### src/rtl/dbg_bus_master.sv
// dbg_bus_master: UART-driven debug initiator for the PicoRV32-style native bus.
// Parses W/R/H/G byte commands from the receiver, performs one word access
// with a response timeout, and streams ACK/NAK or read data to the transmitter.
// Optional feature macro: DBG_AUTOINC_EN (post-increment address, 'w'/'r' cmds).
module dbg_bus_master #(
  parameter int         TIMEOUT  = 1024,
  parameter logic [7:0] ACK_BYTE = 8'h06,
  parameter logic [7:0] NAK_BYTE = 8'h15
) (
  input  logic        clk,
  input  logic        reset,
  input  logic        rx_valid,
  input  logic [7:0]  rx_data,
  output logic        tx_valid,
  output logic [7:0]  tx_data,
  input  logic        tx_ready,
  output logic        mem_valid,
  output logic [31:0] mem_addr,
  output logic [31:0] mem_wdata,
  output logic [3:0]  mem_wstrb,
  input  logic        mem_ready,
  input  logic [31:0] mem_rdata,
  output logic        cpu_hold,
  output logic        rx_overrun
);

  typedef enum logic [2:0] {S_IDLE, S_ADDR, S_DATA, S_BUS, S_RESP} state_t;

  // Last timer value before the access is abandoned (timer counts bus edges).
  localparam logic [15:0] TIMER_LAST = 16'(TIMEOUT - 1);

  state_t      r_state;
  logic        r_is_write;
  logic [1:0]  r_byte_cnt;
  logic [1:0]  r_last_idx;
  logic [15:0] r_timer;
  logic [31:0] r_addr;
  logic [31:0] r_wdata;
  logic [23:0] r_rbuf;
  logic [3:0]  r_wstrb;
  logic        r_mem_valid;
  logic        r_tx_valid;
  logic [7:0]  r_tx_data;
  logic        r_cpu_hold;
  logic        r_rx_overrun;

  assign mem_valid  = r_mem_valid;
  assign mem_addr   = r_addr;
  assign mem_wdata  = r_wdata;
  assign mem_wstrb  = r_wstrb;
  assign tx_valid   = r_tx_valid;
  assign tx_data    = r_tx_data;
  assign cpu_hold   = r_cpu_hold;
  assign rx_overrun = r_rx_overrun;

  // Command parser, bus sequencer and response streamer in one registered FSM.
  // NOTE: every state register is assigned with <= so all updates in this block
  // see the pre-edge values, regardless of statement order.
  always_ff @(posedge clk) begin
    if (reset) begin
      r_state      <= S_IDLE;
      r_is_write   <= 1'b0;
      r_byte_cnt   <= 2'd0;
      r_last_idx   <= 2'd0;
      r_timer      <= 16'd0;
      r_addr       <= 32'd0;
      r_wdata      <= 32'd0;
      r_rbuf       <= 24'd0;
      r_wstrb      <= 4'h0;
      r_mem_valid  <= 1'b0;
      r_tx_valid   <= 1'b0;
      r_tx_data    <= 8'h00;
      r_cpu_hold   <= 1'b0;
      r_rx_overrun <= 1'b0;
    end else begin
      case (r_state)
        S_IDLE: begin
          if (rx_valid) begin
            r_byte_cnt <= 2'd0;
            r_last_idx <= 2'd0;
            case (rx_data)
              8'h57: begin r_is_write <= 1'b1; r_state <= S_ADDR; end
              8'h52: begin r_is_write <= 1'b0; r_state <= S_ADDR; end
              8'h48: begin
                r_cpu_hold <= 1'b1;
                r_tx_data  <= ACK_BYTE;
                r_tx_valid <= 1'b1;
                r_state    <= S_RESP;
              end
              8'h47: begin
                r_cpu_hold <= 1'b0;
                r_tx_data  <= ACK_BYTE;
                r_tx_valid <= 1'b1;
                r_state    <= S_RESP;
              end
`ifdef DBG_AUTOINC_EN
              8'h77: begin r_is_write <= 1'b1; r_state <= S_DATA; end
              8'h72: begin
                // Reuse the held address: straight onto the bus.
                r_is_write  <= 1'b0;
                r_wstrb     <= 4'h0;
                r_timer     <= 16'd0;
                r_mem_valid <= 1'b1;
                r_state     <= S_BUS;
              end
`endif
              default: begin
                r_tx_data  <= NAK_BYTE;
                r_tx_valid <= 1'b1;
                r_state    <= S_RESP;
              end
            endcase
          end
        end

        S_ADDR: begin
          if (rx_valid) begin
            r_byte_cnt <= r_byte_cnt + 2'd1;
            if (r_byte_cnt == 2'd3) begin
              // Final address byte: drop the host's byte-offset bits.
              r_addr     <= {rx_data, r_addr[31:10], 2'b00};
              r_byte_cnt <= 2'd0;
              if (r_is_write) begin
                r_state <= S_DATA;
              end else begin
                r_wstrb     <= 4'h0;
                r_timer     <= 16'd0;
                r_mem_valid <= 1'b1;
                r_state     <= S_BUS;
              end
            end else begin
              r_addr <= {rx_data, r_addr[31:8]};
            end
          end
        end

        S_DATA: begin
          if (rx_valid) begin
            r_wdata    <= {rx_data, r_wdata[31:8]};
            r_byte_cnt <= r_byte_cnt + 2'd1;
            if (r_byte_cnt == 2'd3) begin
              r_byte_cnt  <= 2'd0;
              r_wstrb     <= 4'hF;
              r_timer     <= 16'd0;
              r_mem_valid <= 1'b1;
              r_state     <= S_BUS;
            end
          end
        end

        S_BUS: begin
          if (rx_valid) r_rx_overrun <= 1'b1;
          // Ready is checked first so a response on the final cycle succeeds.
          if (mem_ready) begin
            r_mem_valid <= 1'b0;
            r_tx_valid  <= 1'b1;
            r_state     <= S_RESP;
            if (r_is_write) begin
              r_tx_data  <= ACK_BYTE;
              r_last_idx <= 2'd0;
            end else begin
              r_tx_data  <= mem_rdata[7:0];
              r_rbuf     <= mem_rdata[31:8];
              r_last_idx <= 2'd3;
            end
`ifdef DBG_AUTOINC_EN
            r_addr <= r_addr + 32'd4;
`endif
          end else if (r_timer == TIMER_LAST) begin
            r_mem_valid <= 1'b0;
            r_tx_data   <= NAK_BYTE;
            r_tx_valid  <= 1'b1;
            r_last_idx  <= 2'd0;
            r_state     <= S_RESP;
          end else begin
            r_timer <= r_timer + 16'd1;
          end
        end

        S_RESP: begin
          if (rx_valid) r_rx_overrun <= 1'b1;
          if (tx_ready) begin
            if (r_byte_cnt == r_last_idx) begin
              r_tx_valid <= 1'b0;
              r_byte_cnt <= 2'd0;
              r_state    <= S_IDLE;
            end else begin
              r_tx_data  <= r_rbuf[7:0];
              r_rbuf     <= {8'h00, r_rbuf[23:8]};
              r_byte_cnt <= r_byte_cnt + 2'd1;
            end
          end
        end

        default: r_state <= S_IDLE;
      endcase
    end
  end

endmodule
### config.mk
export PLATFORM = sky130hd
export DESIGN_NAME = dbg_bus_master
export DESIGN_NICKNAME = d
export VERILOG_FILES = /design/src/rtl/dbg_bus_master.sv
export SDC_FILE = /design/constraint.sdc
export NUM_CORES = 1
export LEC_CHECK = 0
export CAP_MARGIN = 15
export CORE_MARGIN = 3
export CORE_UTILIZATION = 43
export CTS_CLUSTER_SIZE = 25
export DETAILED_ROUTE_END_ITERATION = 12
export PLACE_DENSITY_LB_ADDON = 0.2
export RECOVER_POWER = 25
export SYNTH_ARGS = -nofsm -noshare
export SYNTH_HDL_FRONTEND = slang
export SYNTH_SLANG_ARGS = --single-unit
### constraint.sdc
create_clock -name clk -period 2.9 [get_ports clk]
set_input_delay 0.58 -clock clk [delete_from_list [all_inputs] [get_ports clk]]
set_output_delay 0.58 -clock clk [all_outputs]
set_load 0.03 [all_outputs]
==> reports/metrics.yaml <==
routabilityCongestion: 0.844
initial_core_util_pct: 45.1
drc: 0
synth_edf_count: 0
cp.arrival_ns: 2.86
clkTransAtPathRegs_ns: 0.05
gr-total-overflow: 0
post_drt_via_cell_ratio: 5.41
whs_ns: 0.449
fmax_mhz: 399
ys.flop_type: "dfxtp_1"
final_antenna_net_count: 0
drt_wl_total_mm: 14.2
ys_seq_elements: 124
synth.largest_area_cell: "dfxtp_1"
synth_most_common_cell: "nand2_1"
ir_drop_v: 0.000517
status: "finished, final reports clean"
portBuffers: 124
num_antenna_cells: 0
synthTopCellsByArea: "dfxtp_1 47%, nand2_1 12%, a21oi_1 9.8%"
max-cap-violations: 0
setup.worst_path.end_class: "register"
fin_nets: 835
synthesis.area_mm2: 0.00531
p_int_mw: 3.43
grt_max_degree: 93
setup_viol: 0
synth_fa_ha_area_share_pct: 0.471
slew_headroom_pct: 17.2
path_max_fanout: 30
coreArea_mm2: 0.0118
grt_pass1_vias: 4709
rows: 39
p_total_mw: 4.43
design.die.area_mm2: 0.0137
cts_tree: "yes"
drive_above_1_share_pct: 6.87
synth.distinct_cells: 57
area_growth_syn_to_layout_pct: 37.2
clockBufferDepth: 2
p_per_area_mw_per_mm2: 609
synth-xor-area-share_pct: 0.330
async_reset_ff_share_pct: 0
syn-num-nets: 727
routedWlPerCell_um: 14.7
dr.pass1.iters: 5
io_pins: 125
die_h_um: 117
rsz0062_at_grt: "false"
num_vias: 5217
clock-sinks: 124
worst_ep_required_time_ns: 3.25
clk_latency_ns: 0.42
cts_htree_levels: 4
root_buffer: "clkbuf_16"
post-route-period-util_pct: 86.5
p_leak_nw: 2.45
drt_iter0_markers: 397
cts_made_buffers: 17
yosys-top-cells-count: "176 x nand2_1, 124 x dfxtp_1, 104 x a21oi_1, 51 x nor2_1, 36 x clkbuf_1"
synth.avg_cell_area_um2: 7.81
synth_compound_area_share_pct: 21.7
power_frac_seq_pct: 40.3
antenna_found_initial: 0
yosysTopAreaCellShare_pct: 46.8
post_cts.repair.setup_buffers: 0
hold_viol_final: 0
crit_type: "input port to register"
hpwlAfterDp_mm: 9.58
skew_ns: 0.0173
combPwrFrac_pct: 9.0
track_usage_pct: 20.6
power.share.clock_pct: 50.6
worst_pin_slew_ns: 1.24
hold_path.class: "register to register"
slew_viol_final: 0
ys.warnings.count: 0
ys_seq_area_share_pct: 46.8
switching_share_pct: 22.7
grt_pass1_wl_mm: 22.5
cts-resized-gates: 0
nFillCells: 1040
yosys.area_share.simple_pct: 25.3
die_w_um: 117
power_switching_mw: 1.01
period_minus_slack_ns: 2.51
cp-start-kind: "input port"
synth.mux.area_fraction_pct: 0.778
synth_cells: 680
synth_top_family_by_area: "simple AND/OR/NAND/NOR gates"
postCtsHoldBufs: 0
setup-tns-final_ns: 0
flip-flops by register name, indices dropped and copies added, names as in the netlist:
name,count
r_timer,16
r_last_idx,1
tx_data,8
r_byte_cnt,2
mem_wstrb,1
rx_overrun,1
r_state,3
cpu_hold,1
r_rbuf,24
mem_wdata,32
tx_valid,1
r_is_write,1
mem_addr,32
mem_valid,1
worst paths after layout:
kind | from | to | slack, ns | cells past startpoint
worst max-delay path | rx_valid | mem_addr[24]$_SDFFE_PP0P_ | 0.39 | 6
worst min-delay path | mem_wdata[7]$_SDFFE_PP0P_ | mem_wdata[7]$_SDFFE_PP0P_ | 0.45 | 2
worst max register to register | r_state[2]$_SDFFE_PP0P_ | tx_data[4]$_SDFFE_PP0P_ | 0.50 | 6
worst min register to register | mem_wdata[7]$_SDFFE_PP0P_ | mem_wdata[7]$_SDFFE_PP0P_ | 0.45 | 2
metrics by stage:
stage	utilization (%)	instance area, um^2	instances	worst slack, ns
6_report	61.9	7280	965	0.392
5_1_grt	61.9	7280	965	0.188
4_1_cts	62.1	7300	964	0.243
3_5_place_dp	56.7	6660	932	0.264
2_1_floorplan	-	5310	680	0.861
3_3_place_gp	56.7	6660	932	0.338
placed cells by master (no fill, tap or decap), types with 9 or more instances in the layout:
cell type,n
nand2_1,176
nor3_1,16
a22oi_1,9
a311oi_1,21
dfxtp_1,124
dlygate4sd3_1,13
clkdlybuf4s50_1,110
o21ai_1,13
nor2_1,49
clkbuf_16,17
nand3_1,12
o21ai_0,14
or3_1,10
a21oi_1,104
buf_4,11
cell families after synthesis:
family / Yosys count
XOR/XNOR: 2
adder cells (fa/ha/maj): 2
multiplexers: 4
buffers and inverters: 57
flip-flops: 124
AO/OA/AOI/OAI: 189
AND/OR/NAND/NOR: 302
cell type report:
type	instances	area, um^2	share of cell area, %
inverters	7	26.3	0.361
clock inverters	11	165	2.27
well taps	164	205	2.82
clock buffers	21	470	6.46
multi-input cells	499	2580	35.4
flip-flops and latches	124	2480	34.1
repair buffers	139	1350	18.6
worst max-delay path, cell delays in order:
cell and delay, ns:
dlygate4sd3_1 0.71, nand2b_1 0.21, nor2_2 0.11, clkbuf_1 0.92, nand2_1 0.16, a21oi_1 0.16
power groups by stage:
stage | clock network [mW] | logic (mW) | registers (mW)
5_1_grt | 2.35 | 0.434 | 1.79
2_1_floorplan | 0 | 0.216 | 1.84
6_report | 2.25 | 0.401 | 1.79
3_3_place_gp | 0 | 0.396 | 1.82
4_1_cts | 2.28 | 0.404 | 1.79
3_5_place_dp | 0 | 0.402 | 1.82
per-layer routing:
metal  wire length (um)  track usage (%)  part of all wire (%)
met5                  0                0                     0
met3                823             6.07                   5.8
met2               6690             30.9                    47
met4                297             9.25                   2.1
met1               6360             27.5                    45
(Power assumes the default switching activity.)
